===== config.mk =====
export PLATFORM = sky130hd
export DESIGN_NAME = axi_single_initiator
export DESIGN_NICKNAME = d
export VERILOG_FILES = /design/src/rtl/axi_single_initiator_pkg.sv /design/src/rtl/axi_single_initiator_resp_check.sv /design/src/rtl/axi_single_initiator.sv
export SDC_FILE = /design/constraint.sdc
export NUM_CORES = 1
export LEC_CHECK = 0
export ABC_CLOCK_PERIOD_IN_PS = 5000
export CORE_AREA = 2 2 122 124
export DETAILED_ROUTE_END_ITERATION = 16
export DIE_AREA = 0 0 124 126
export PLACE_DENSITY = 0.81
export SLEW_MARGIN = 25
export SYNTH_ARGS = -nofsm -noshare
export SYNTH_HDL_FRONTEND = slang
export SYNTH_SLANG_ARGS = --single-unit

===== constraint.sdc =====
create_clock -name clk -period 5 [get_ports clk]
set_clock_uncertainty 0.2 [all_clocks]
set_input_delay 0.5 -clock clk [delete_from_list [all_inputs] [get_ports clk]]
set_output_delay 0.5 -clock clk [all_outputs]
set_load 0.01 [all_outputs]

===== src/rtl/axi_single_initiator_pkg.sv =====
// Shared AXI encodings, initiator FSM states and the store mask-to-size helper
// used by both the AXI initiator and the core's LSU.
package axi_single_initiator_pkg;

  localparam logic [1:0] BURST_INCR  = 2'b01;
  localparam logic [1:0] RESP_OKAY   = 2'b00;
  localparam logic [1:0] RESP_SLVERR = 2'b10;
  localparam logic [1:0] RESP_DECERR = 2'b11;

  typedef enum logic [2:0] {
    ST_IDLE    = 3'd0,
    ST_RD_ADDR = 3'd1,
    ST_RD_DATA = 3'd2,
    ST_WR_REQ  = 3'd3,
    ST_WR_RESP = 3'd4,
    ST_RESP    = 3'd5
  } state_t;

  // Single byte -> 0, aligned halfword -> 1, anything else (incl. empty) -> word.
  function automatic logic [2:0] mask_to_size(input logic [3:0] mask);
    logic [2:0] size;
    case (mask)
      4'b0001, 4'b0010, 4'b0100, 4'b1000: size = 3'd0;
      4'b0011, 4'b1100:                   size = 3'd1;
      default:                            size = 3'd2;
    endcase
    return size;
  endfunction

endpackage


===== src/rtl/axi_single_initiator_resp_check.sv =====
// Response qualifier shared by the R and B channels: flags a non-OKAY response,
// a foreign ID, or a missing last marker.
module axi_resp_check
  import axi_single_initiator_pkg::*;
#(
  parameter logic [7:0] EXPECT_ID = 8'h00
) (
  input  logic [7:0] id,
  input  logic [1:0] resp,
  input  logic       last,
  output logic       err
);

  assign err = (resp != RESP_OKAY) || (id != EXPECT_ID) || !last;

endmodule


===== src/rtl/axi_single_initiator.sv =====
// Single-outstanding AXI4 initiator: turns one load/store request into a
// one-beat AXI read or write and returns a one-cycle response pulse.
module axi_single_initiator
  import axi_single_initiator_pkg::*;
#(
  parameter logic [7:0] AXI_ID = 8'h00
) (
  input  logic        clk,
  input  logic        reset,
  input  logic        req_valid,
  output logic        req_ready,
  input  logic        req_we,
  input  logic [31:0] req_addr,
  input  logic [1:0]  req_size,
  input  logic [31:0] req_wdata,
  input  logic [3:0]  req_wmask,
  output logic        resp_valid,
  output logic [31:0] resp_rdata,
  output logic        resp_err,
  output logic [7:0]  ar_id,
  output logic [31:0] ar_addr,
  output logic [7:0]  ar_len,
  output logic [2:0]  ar_size,
  output logic [1:0]  ar_burst,
  output logic        ar_valid,
  input  logic        ar_ready,
  input  logic [7:0]  r_id,
  input  logic [1:0]  r_resp,
  input  logic [31:0] r_data,
  input  logic        r_last,
  input  logic        r_valid,
  output logic        r_ready,
  output logic [7:0]  aw_id,
  output logic [31:0] aw_addr,
  output logic [7:0]  aw_len,
  output logic [2:0]  aw_size,
  output logic [1:0]  aw_burst,
  output logic        aw_valid,
  input  logic        aw_ready,
  output logic [31:0] w_data,
  output logic [3:0]  w_strb,
  output logic        w_last,
  output logic        w_valid,
  input  logic        w_ready,
  input  logic [7:0]  b_id,
  input  logic [1:0]  b_resp,
  input  logic        b_valid,
  output logic        b_ready
);

  state_t      state_r, state_next;
  logic        aw_done_r, w_done_r, aw_done_next, w_done_next;
  logic [31:0] addr_r, wdata_r;
  logic [3:0]  wmask_r;
  logic [2:0]  ar_size_r, aw_size_r;
  logic        accept_s, ar_hs_s, r_hs_s, aw_hs_s, w_hs_s, b_hs_s;
  logic        rd_err_s, wr_err_s;

  assign accept_s = (state_r == ST_IDLE) && req_valid && req_ready;
  assign ar_hs_s  = ar_valid && ar_ready;
  assign r_hs_s   = r_ready && r_valid;
  assign aw_hs_s  = aw_valid && aw_ready;
  assign w_hs_s   = w_valid && w_ready;
  assign b_hs_s   = b_ready && b_valid;

  assign ar_id    = AXI_ID;
  assign ar_len   = 8'd0;
  assign ar_burst = BURST_INCR;
  assign ar_addr  = addr_r;
  assign ar_size  = ar_size_r;
  assign aw_id    = AXI_ID;
  assign aw_len   = 8'd0;
  assign aw_burst = BURST_INCR;
  assign aw_addr  = addr_r;
  assign aw_size  = aw_size_r;
  assign w_data   = wdata_r;
  assign w_strb   = wmask_r;
  assign w_last   = 1'b1;

  axi_resp_check #(.EXPECT_ID(AXI_ID)) u_rd_check (
    .id(r_id), .resp(r_resp), .last(r_last), .err(rd_err_s)
  );

  axi_resp_check #(.EXPECT_ID(AXI_ID)) u_wr_check (
    .id(b_id), .resp(b_resp), .last(1'b1), .err(wr_err_s)
  );

  // Next-state logic; AW and W completion are tracked independently.
  always_comb begin
    state_next   = state_r;
    aw_done_next = aw_done_r;
    w_done_next  = w_done_r;
    case (state_r)
      ST_IDLE: begin
        if (accept_s) begin
          state_next   = req_we ? ST_WR_REQ : ST_RD_ADDR;
          aw_done_next = 1'b0;
          w_done_next  = 1'b0;
        end else begin
          state_next = ST_IDLE;
        end
      end
      ST_RD_ADDR: begin
        if (ar_hs_s) state_next = ST_RD_DATA;
        else         state_next = ST_RD_ADDR;
      end
      ST_RD_DATA: begin
        if (r_hs_s) state_next = ST_RESP;
        else        state_next = ST_RD_DATA;
      end
      ST_WR_REQ: begin
        aw_done_next = aw_done_r || aw_hs_s;
        w_done_next  = w_done_r || w_hs_s;
        if (aw_done_next && w_done_next) state_next = ST_WR_RESP;
        else                             state_next = ST_WR_REQ;
      end
      ST_WR_RESP: begin
        if (b_hs_s) state_next = ST_RESP;
        else        state_next = ST_WR_RESP;
      end
      ST_RESP: state_next = ST_IDLE;
      default: state_next = ST_IDLE;
    endcase
  end

  // State, request latches and every handshake output are registered from next-state.
  always_ff @(posedge clk) begin
    if (reset) begin
      state_r    <= ST_IDLE;
      aw_done_r  <= 1'b0;
      w_done_r   <= 1'b0;
      req_ready  <= 1'b0;
      ar_valid   <= 1'b0;
      r_ready    <= 1'b0;
      aw_valid   <= 1'b0;
      w_valid    <= 1'b0;
      b_ready    <= 1'b0;
      resp_valid <= 1'b0;
      resp_rdata <= 32'h0000_0000;
      resp_err   <= 1'b0;
      addr_r     <= 32'h0000_0000;
      wdata_r    <= 32'h0000_0000;
      wmask_r    <= 4'h0;
      ar_size_r  <= 3'd0;
      aw_size_r  <= 3'd0;
    end else begin
      state_r    <= state_next;
      aw_done_r  <= aw_done_next;
      w_done_r   <= w_done_next;
      req_ready  <= (state_next == ST_IDLE);
      ar_valid   <= (state_next == ST_RD_ADDR);
      r_ready    <= (state_next == ST_RD_DATA);
      aw_valid   <= (state_next == ST_WR_REQ) && !aw_done_next;
      w_valid    <= (state_next == ST_WR_REQ) && !w_done_next;
      b_ready    <= (state_next == ST_WR_RESP);
      resp_valid <= (state_next == ST_RESP);
      if (accept_s) begin
        addr_r    <= req_addr;
        wdata_r   <= req_wdata;
        wmask_r   <= req_wmask;
        ar_size_r <= (req_size == 2'd3) ? 3'd2 : {1'b0, req_size};
        aw_size_r <= mask_to_size(req_wmask);
      end else begin
        addr_r    <= addr_r;
        wdata_r   <= wdata_r;
        wmask_r   <= wmask_r;
        ar_size_r <= ar_size_r;
        aw_size_r <= aw_size_r;
      end
      // Response fields are only non-zero alongside resp_valid.
      if (r_hs_s) begin
        resp_rdata <= r_data;
        resp_err   <= rd_err_s;
      end else if (b_hs_s) begin
        resp_rdata <= 32'h0000_0000;
        resp_err   <= wr_err_s;
      end else begin
        resp_rdata <= 32'h0000_0000;
        resp_err   <= 1'b0;
      end
    end
  end

endmodule


==> results of run 1 <==
==> synth_stat cells, drive strengths merged <==
master / count
inv: 2
nor2b: 1
a31oi: 1
nor2: 12
a21oi: 74
o31ai: 1
nand2: 147
a311oi: 1
o21ai: 2
dfxtp: 117
and3: 1
nor3b: 3
a41oi: 1
clkbuf: 15
buf: 84
or4: 3
xnor2: 1
o21ba: 1
and4: 2
nand3b: 2
nor3: 6
conb: 2
a32o: 2
nor4: 6
and2: 34
a211o: 1
==> state kept, by name (all words and copies together), names as in the netlist, 2 cells and up <==
name,flops
ar_addr,32
ar_size,2
aw_size,2
resp_rdata,32
state_r,3
w_data,32
w_strb,4
==> critical path, stage by stage <==
cell	delay, ns
clkdlybuf4s50_1	0.45
nand2_1	0.07
or4_2	0.95
buf_4	0.41
a311oi_1	0.27
nor3_1	0.07
==> layout make-up <==
cell class | count | share of cell area [%]
multi-input cells | 341 | 21.0
inverters | 2 | 0.0990
clock buffers | 23 | 6.30
well taps | 184 | 3.04
repair buffers | 280 | 36.7
flip-flops and latches | 117 | 30.9
clock inverters | 8 | 1.93
==> cell families (layout without fill, tap and decap cells) <==
family	count (synthesis)	in the layout	share of synthesized area, %
other	2	39	0.168
buffers and inverters	101	313	15.2
and+or+nand+nor	217	217	21.9
AOI/OAI and AO/OA	84	84	10.1
DFF	117	117	52.4
xor gates and xnor gates	1	1	0.196
==> per-stage QoR <==
stage | hold WS (ns) | area (um2) | worst slack [ns]
final | 0.189 | 7580 | 2.32
after detailed placement | 0.245 | 6960 | 1.90
after global routing | 0.178 | 7580 | 2.23
after global placement | 0.237 | 6960 | 1.93
after CTS | 0.174 | 7580 | 2.33
after floorplan | 0.276 | 4610 | 3.23
==> layer usage <==
metal  global-route usage [%]  vias up
met5                        0        -
met4                     8.79        0
met3                     6.16       22
met2                     29.4      205
met1                     16.1     1832
li1                         -     2048
==> final timing paths <==
kind,startpoint,endpoint,slack [ns],cells past startpoint
setup / recovery,req_valid,aw_size[0]$_SDFFE_PP0P_,2.32,6
hold / removal,reset,aw_done_r$_SDFF_PP0_,0.19,2
setup reg to reg,state_r[2]$_SDFF_PP0_,aw_size[0]$_SDFFE_PP0P_,2.46,4
hold reg to reg,w_strb[3]$_SDFFE_PP0P_,w_strb[3]$_SDFFE_PP0P_,0.25,2
==> power by group through the flow <==
stage          combinational [mW]  clock, mW  sequential [mW]
3_3_place_gp                0.510          0             1.06
4_1_cts                     0.517       1.31             1.04
6_report                    0.513       1.28             1.04
2_1_floorplan               0.241          0             1.08
3_5_place_dp                0.516          0             1.06
5_1_grt                     0.558       1.36             1.05
==> metrics.cfg, run 1 <==
[run_status]
status=complete, no violations

[synthesis]
synth_area_um2=4470
yosys.area.top_type_share_pct=52.4
synth_cell_type_count=29
syn_avg_cell_area_um2=8.56
syn_inst=522
ys_seq_area_share_pct=52.4
synth_area_leaders=dfxtp_1 (52%), buf_4 (13%), nand2_1 (12%), a21oi_1 (8.3%), and2_1 (4.8%)
synth_top_cell_by_area=dfxtp_1
ys_ff_latch=117
ys_warn_count=0

[timing]
max-slew-margin-rel_pct=47.4
rsz0062_at_grt=no
slew_violations=0
timing.fmax_mhz=373
tightest_slew_ns=0.788
layout_min_cycle_time_ns=2.68
hold_violations=0
setup_viol=0
setup-tns-final_ns=0
finalCritPeriodShare_pct=53.7

[place]
gp_congestion=0.776
dp_cells=924
dp.final_hpwl_um=9850
portBuffers=275

[cells_and_area]
register_area_um2=2340
fin_cells=955
insertedDiodeCount=0
final_cell_mix=clkdlybuf4s50_1 (274), nand2_1 (147), dfxtp_1 (117)
multi_input_area_um2=1590
drive_gt1_share_pct=5.06
final_nets=891
fill_cells=1301
layout_commonest_cell=clkdlybuf4s50_1
finish.utilization_pct=53.0
area_growth_pct=69.7

[pwr]
power.leakage_nw=2.84
p_per_area_nw_per_um2=374
switching_share_pct=24.1
switchingPower_uw=683
pwr-share-seq_pct=36.7
combPwrFrac_pct=18.1
clkPwrFrac_pct=45.2
internal_power_mw=2.15
ir_drop_uv=195
finalPower_mw=2.83

[detailed_routing]
top_layer_used=met4
final_antenna_net_count=0
dr.first_iter.drc_count=140
drcViolationCount=0
post_drt_wl_per_cell_um=13.8
viasPerCell=4.30
vias=4107
totalWireLength_um=13100
firstDrtPassIters=5
met3_length_um=1190
wl_met1_um=4740
wl_met2_um=6900

[worst_setup_path]
endpoint_kind=register
crit_type=in2reg
startpoint_type=primary input
required_ns=5.05
crit_path_max_fanout=38
critPathArrivalTime_ns=2.74

[grt]
track_usage_pct=16.4
grt_pass1_vias=3778
antenna_found_initial=0
grt_max_degree=75
overflow=0
grt_pass1_wl_um=19100

[clocking]
cts_max_level=4
post-cts-setup-buffers=0
cts_resized=0
clockBufferDepth=2
path_clk_slew_ns=0.05
cts-root-buf=clkbuf_16
cts_made_buffers=17
postCtsHoldBufs=0
cts.sinks=117
cts_tree=yes
clkLatencyLatePin_ns=0.41

[floorplanning]
fp.dieArea_um2=15600
start_util_pct=31.2
core.rowCount=44
die_height_um=126
die_w_um=124
num_io_pins=315
core_um2=14300

[worst_hold_path]
hp-class=in2reg

[flow_run]
timing.max_cap.violations=0

(Power assumes the default switching activity.)
==> inputs of run 2 (changes only) <==
--- a/config.mk
+++ b/config.mk
@@ -5,11 +5,12 @@
 export SDC_FILE = /design/constraint.sdc
 export NUM_CORES = 1
 export LEC_CHECK = 0
-export ABC_CLOCK_PERIOD_IN_PS = 5000
-export CORE_AREA = 2 2 122 124
+export ABC_CLOCK_PERIOD_IN_PS = 2600
+export CORE_ASPECT_RATIO = 0.75
+export CORE_MARGIN = 2
+export CORE_UTILIZATION = 35
 export DETAILED_ROUTE_END_ITERATION = 16
-export DIE_AREA = 0 0 124 126
-export PLACE_DENSITY = 0.81
+export PLACE_DENSITY = 0.89
 export SLEW_MARGIN = 25
 export SYNTH_ARGS = -nofsm -noshare
 export SYNTH_HDL_FRONTEND = slang
==> constraint.sdc (replaced) <==
create_clock -name clk -period 2.6 [get_ports clk]
set_clock_uncertainty 0.2 [all_clocks]
set_input_delay 0.26 -clock clk [delete_from_list [all_inputs] [get_ports clk]]
set_output_delay 0.26 -clock clk [all_outputs]
set_load 0.01 [all_outputs]
==> run 2 against run 1 <==
  * Via count up 1.0%
  * Final cell count shrank 1.6%
  * Sequential power increased by 92%
  * Clock-buffer cell count is 5 lower
  * Global-route usage increased by 2.4 points
  * Core utilization grew 7.9 points
  * Largest power group unchanged
==> metrics.cfg, run 2 (same netlist as run 1, synthesis figures left out) <==
[run_status]
status=complete, no violations

[clocking]
post-cts-setup-buffers=0  ; unchanged
cts_tree=yes
postCtsHoldBufs=1  ; +1
clockBufferDepth=2  ; unchanged
cts_resized=0  ; unchanged
clkLatencyLatePin_ns=0.40  ; about the same
cts_made_buffers=17  ; unchanged
cts-root-buf=clkbuf_16
cts.sinks=117  ; unchanged
path_clk_slew_ns=0.06  ; about the same
cts_max_level=4  ; unchanged

[place]
portBuffers=275  ; unchanged
dp_cells=908  ; -1.7%
dp.final_hpwl_um=9980  ; +1.4%
pre_cts_ws_ns=0.332  ; -1.57 ns
gp_congestion=0.733  ; -5.6%

[pwr]
power.leakage_nw=2.82  ; -0.61%
pwr-share-seq_pct=38.1  ; +1.4 points
switching_share_pct=25.7  ; +1.6 points
clkPwrFrac_pct=42.8  ; -2.4 points
combPwrFrac_pct=19.1  ; +1.0 points
ir_drop_uv=389  ; +99%
switchingPower_mw=1.35  ; +97%
p_per_area_nw_per_um2=694  ; +86%
internal_power_mw=3.89  ; +81%

[floorplanning]
start_util_pct=36.1  ; +4.8 points
core.rowCount=35  ; -20%
die_height_um=102  ; -19%
fp.dieArea_um2=13700  ; -12%
num_io_pins=315  ; unchanged
die_w_um=134  ; +8.5%
core_um2=12400  ; -13%

[timing]
hold_violations=0  ; unchanged
slew_violations=0  ; unchanged
setup_viol=0  ; unchanged
finalCritPeriodShare_pct=75.9
max-slew-margin-rel_pct=63.7  ; +16 points
timing.fmax_mhz=507
layout_min_cycle_time_ns=1.97
timing.final.ws_setup_ns=0.627  ; -1.69 ns
holdWs_ns=0.205  ; +0.0154 ns
setup-tns-final_ns=0  ; unchanged
tightest_slew_ns=0.542  ; -0.246 ns
rsz0062_at_grt=no

[worst_setup_path]
endpoint_kind=register
required_ns=2.72  ; -2.33 ns
slowest_delay_ns=0.53  ; -0.42 ns
startpoint_type=register
crit_type=reg2reg
critPathArrivalTime_ns=2.09  ; -0.65 ns
slowest_stage=nor4_2
path_cells=nor4_2 -> buf_4 -> nand2_1 -> a21oi_1
crit_path_max_fanout=43  ; +13%

[cells_and_area]
final_nets=894  ; +0.34%
final_cell_mix=clkdlybuf4s50_1 (274), nand2_1 (147), dfxtp_1 (117)
fin_cells=940  ; -1.6%
layout_commonest_cell=clkdlybuf4s50_1
drive_gt1_share_pct=5.68  ; +0.63 points
finish.utilization_pct=60.9  ; +7.9 points
area_growth_pct=68.9
insertedDiodeCount=0  ; unchanged
fill_cells=1002  ; -23%

[detailed_routing]
firstDrtPassIters=4  ; -1
dr.first_iter.drc_count=184  ; +31%
drcViolationCount=0  ; unchanged
post_drt_wl_per_cell_um=14.2  ; +2.8%
totalWireLength_um=13300  ; +1.2%
viasPerCell=4.41  ; +2.6%
vias=4148  ; +1.0%
final_antenna_net_count=0  ; unchanged

[grt]
grt_pass1_vias=3956  ; +4.7%
track_usage_pct=18.8  ; +2.4 points
use_met1_pct=19.4  ; +3.2 points
grt_max_degree=75  ; unchanged
overflow=0  ; unchanged
busiest_layer=met2
use_met2_pct=35.0  ; +5.5 points
use_met3_pct=7.49  ; +1.3 points
grt_pass1_wl_um=19800  ; +3.9%
antenna_found_initial=0  ; unchanged

[flow_run]
timing.max_cap.violations=0  ; unchanged

[worst_hold_path]
hp-class=in2reg

run 2: through the flow:
step	power (mW)	area [um2]
after global placement	3.02	6960
after floorplan	2.54	4610
after global routing	5.49	7550
after detailed placement	3.04	6960
final	5.24	7550
after CTS	5.30	7550
run 2: worst max-delay path, delay by kind of cell, from the launching register on:
| kind | cells | cell delay (ns) |
|---|---|---|
| AO/OA/AOI/OAI | 1 | 0.16 |
| buffers and inverters | 1 | 0.49 |
| flip-flops | 1 | 0.35 |
| AND/OR/NAND/NOR | 2 | 0.66 |
run 2: per-layer routing:
layer,vias up,part of all wire [%]
met1,1893,37
met5,-,0
li1,2051,-
met2,188,53
met4,0,1.5
met3,16,8.3
run 2: power groups by stage:
stage | Combinational, mW | Sequential, mW | Clock [mW]
floorplan | 0.464 | 2.08 | 0
finish | 0.999 | 2.00 | 2.24
CTS | 1.01 | 2.00 | 2.29
global route | 1.08 | 2.01 | 2.39
global placement | 0.988 | 2.03 | 0
detailed placement | 1.00 | 2.04 | 0
run 2: final timing paths:
check | from | depth (start not counted) | to | slack (ns)
max | state_r[2]$_SDFF_PP0_ | 4 | w_data[9]$_SDFFE_PP0P_ | 0.63
min | req_addr[16] | 3 | ar_addr[16]$_SDFFE_PP0P_ | 0.20
max reg2reg | state_r[2]$_SDFF_PP0_ | 4 | w_data[9]$_SDFFE_PP0P_ | 0.63
min reg2reg | aw_size[1]$_SDFFE_PP0P_ | 2 | aw_size[1]$_SDFFE_PP0P_ | 0.25
run 2: final cells by class:
| type | count | area [um2] | share of cell area [%] |
|---|---|---|---|
| clock buffers | 18 | 439 | 5.82 |
| well taps | 166 | 208 | 2.75 |
| clock inverters | 13 | 134 | 1.77 |
| repair buffers | 283 | 2820 | 37.4 |
| inverters | 2 | 7.51 | 0.0995 |
| multi-input cells | 341 | 1590 | 21.1 |
| flip-flops and latches | 117 | 2340 | 31.0 |
==> inputs of run 3 (changes only) <==
--- a/config.mk
+++ b/config.mk
@@ -5,12 +5,12 @@
 export SDC_FILE = /design/constraint.sdc
 export NUM_CORES = 1
 export LEC_CHECK = 0
-export ABC_CLOCK_PERIOD_IN_PS = 2600
+export ABC_CLOCK_PERIOD_IN_PS = 1600
 export CORE_ASPECT_RATIO = 0.75
 export CORE_MARGIN = 2
-export CORE_UTILIZATION = 35
+export CORE_UTILIZATION = 32
 export DETAILED_ROUTE_END_ITERATION = 16
-export PLACE_DENSITY = 0.89
+export PLACE_DENSITY = 0.86
 export SLEW_MARGIN = 25
 export SYNTH_ARGS = -nofsm -noshare
 export SYNTH_HDL_FRONTEND = slang
==> constraint.sdc (replaced) <==
create_clock -name clk -period 1.6 [get_ports clk]
set_clock_uncertainty 0.2 [all_clocks]
set_input_delay 0.16 -clock clk [delete_from_list [all_inputs] [get_ports clk]]
set_output_delay 0.16 -clock clk [all_outputs]
set_load 0.01 [all_outputs]
==> run 3 against run 2 <==
  * Via count grew 11%
  * Maximum frequency grew 7.2%
  * First-iteration DRC count decreased by 8.2%
  * Highest routed layer unchanged
  * Sequential share of layout area decreased by 4.8 points
  * The flow now finishes with violations (negative setup slack)
  * Combinational power rose to 2.6 times the previous value
  * Worst hold slack got worse by 0.11 ns
  * Total power rose by 84%
  * Die area up 9.0%
  * Clock power increased by 64%
==> metrics.cfg, run 3 (same netlist as run 1, synthesis figures left out) <==
[cells_and_area]
insertedDiodeCount=0  ; unchanged
final_cell_mix=dlygate4sd2_1 (144), clkdlybuf4s50_1 (130), dfxtp_1 (104)
fill_cells=1030  ; +2.8%
fin_area_um2=8970  ; +19%
area_growth_pct=101
final_nets=944  ; +5.6%
layout_commonest_cell=dlygate4sd2_1
multi_input_area_um2=2370  ; +49%
finish.utilization_pct=65.5  ; +4.6 points
drive_gt1_share_pct=31.6  ; +26 points
register_area_um2=2360  ; +0.69%

[worst_hold_path]
hp-class=in2reg

[flow_run]
timing.max_cap.violations=0  ; unchanged

[pwr]
ir_drop_uv=655  ; +68%
clkPwrFrac_pct=38.2  ; -4.6 points
combPwrFrac_pct=27.4  ; +8.3 points
pwr-share-seq_pct=34.4  ; -3.7 points
switchingPower_mw=2.90  ; +120%
switching_share_pct=30.2  ; +4.5 points
power.leakage_nw=4.17  ; +48%
p_per_area_nw_per_um2=1070  ; +55%
internal_power_mw=6.72  ; +73%

[grt]
grt_max_degree=68  ; -9.3%
track_usage_pct=22.3  ; +3.5 points
overflow=0  ; unchanged
grt_pass1_wl_um=25300  ; +28%
grt_pass1_vias=4596  ; +16%
antenna_found_initial=0  ; unchanged

[worst_setup_path]
endpoint_kind=register
slowest_stage=or4_4
crit_path_max_fanout=5  ; -88%
slowest_delay_ns=0.52  ; about the same
critPathArrivalTime_ns=1.94  ; -0.15 ns
path_cells=buf_6 -> nand3b_1 -> o21ba_4 -> or4_4 -> and4_1
required_ns=1.70  ; -1.02 ns
crit_type=reg2reg
startpoint_type=register

[run_status]
violations=negative setup slack
status=finished, violations left

[timing]
layout_min_cycle_time_ns=1.84  ; -0.132 ns
timing.fmax_mhz=543  ; +7.2%
timing.final.ws_setup_ns=-0.242  ; -0.868 ns
setup_viol=80  ; +80
slew_violations=0  ; unchanged
rsz0062_at_grt=yes
finalCritPeriodShare_pct=115  ; +39 points
hold_violations=0  ; unchanged

[detailed_routing]
vias=4601  ; +11%
viasPerCell=4.60  ; +4.3%
totalWireLength_um=17800  ; +33%
final_antenna_net_count=0  ; unchanged
dr.first_iter.drc_count=169  ; -8.2%
firstDrtPassIters=4  ; unchanged
post_drt_wl_per_cell_um=17.8  ; +25%
drcViolationCount=0  ; unchanged

[floorplanning]
die_height_um=106  ; +4.4%
die_w_um=140  ; +4.4%
core.rowCount=37  ; +5.7%
fp.dieArea_um2=14900  ; +9.0%
core_um2=13700  ; +11%
num_io_pins=315  ; unchanged
start_util_pct=32.6  ; -3.4 points

[clocking]
cts.sinks=117  ; unchanged
cts_made_buffers=17  ; unchanged
cts_max_level=4  ; unchanged
cts-root-buf=clkbuf_16
clockBufferDepth=2  ; unchanged
cts_tree=yes
path_clk_slew_ns=0.06  ; about the same
clkLatencyLatePin_ns=0.40  ; about the same

[place]
portBuffers=275  ; unchanged
gp_congestion=0.813  ; +11%
placed_area_um2=7240  ; +3.9%
pre_cts_ws_ns=-0.544  ; -0.877 ns
dp.final_hpwl_um=10700  ; +7.6%

-- run 3: power groups by stage --
| stage | registers [mW] | logic, mW | clock network [mW] |
|---|---|---|---|
| detailed placement | 3.31 | 1.79 | 0 |
| floorplan | 3.39 | 0.767 | 0 |
| CTS | 3.29 | 2.47 | 3.73 |
| global placement | 3.30 | 1.76 | 0 |
| finish | 3.31 | 2.64 | 3.68 |
| global route | 3.34 | 2.77 | 3.88 |
-- run 3: final timing paths --
| kind | endpoint | cells past startpoint | slack (ns) | from |
|---|---|---|---|---|
| min reg2reg | w_data[21]$_SDFFE_PP0P_ | 2 | 0.27 | w_data[21]$_SDFFE_PP0P_ |
| max | aw_valid$_SDFF_PP0_ | 5 | -0.24 | state_r[2]$_SDFF_PP0_ |
| min | w_data[8]$_SDFFE_PP0P_ | 3 | 0.1 | req_wdata[8] |
| max reg2reg | aw_valid$_SDFF_PP0_ | 5 | -0.24 | state_r[2]$_SDFF_PP0_ |
-- run 3: layer usage --
metal / vias up / global-route usage (%) / routed length, um
met5: - / 0 / 0
met4: 0 / 6.43 / 386
met3: 29 / 7.21 / 1310
met2: 223 / 43.4 / 9730
met1: 2178 / 22.8 / 6330
li1: 2171 / - / -
-- run 3: worst max-delay path: cells and delay by family, from the launching register on --
| kind | cells | cell delay [ns] |
|---|---|---|
| simple gates | 3 | 0.89 |
| flops | 1 | 0.33 |
| compound gates | 1 | 0.19 |
| buf+inv | 1 | 0.12 |
-- run 3: repair_timing --
item                                   4_1_cts  5_1_grt
gates cloned                                12        1
buffers inserted                            13        6
setup endpoints to repair                  227       83
endpoints found under the hold margin        2        0
hold buffers                                 1        0
gates resized for setup                    336       72
pin swaps                                  110       39
-- run 3: area by class of cell --
| type | count | area share, % |
|---|---|---|
| repair buffers | 333 | 38.4 |
| clock inverters | 15 | 1.62 |
| clock buffers | 17 | 4.74 |
| well taps | 175 | 2.44 |
| flip-flops and latches | 117 | 26.3 |
| multi-input cells | 341 | 26.4 |
| inverters | 2 | 0.0837 |
-- run 3: through the flow --
step / instances / hold slack [ns] / total power, mW / TNS [ns]
3_3_place_gp: 940 / 0.239 / 5.06 / -40.19
2_1_floorplan: 559 / 0.0817 / 4.15 / -1.01
3_5_place_dp: 940 / 0.244 / 5.10 / -41.09
6_report: 1000 / 0.0975 / 9.63 / -10.02
5_1_grt: 1000 / 0.101 / 9.99 / -13.30
4_1_cts: 998 / 0.0849 / 9.49 / -12.69
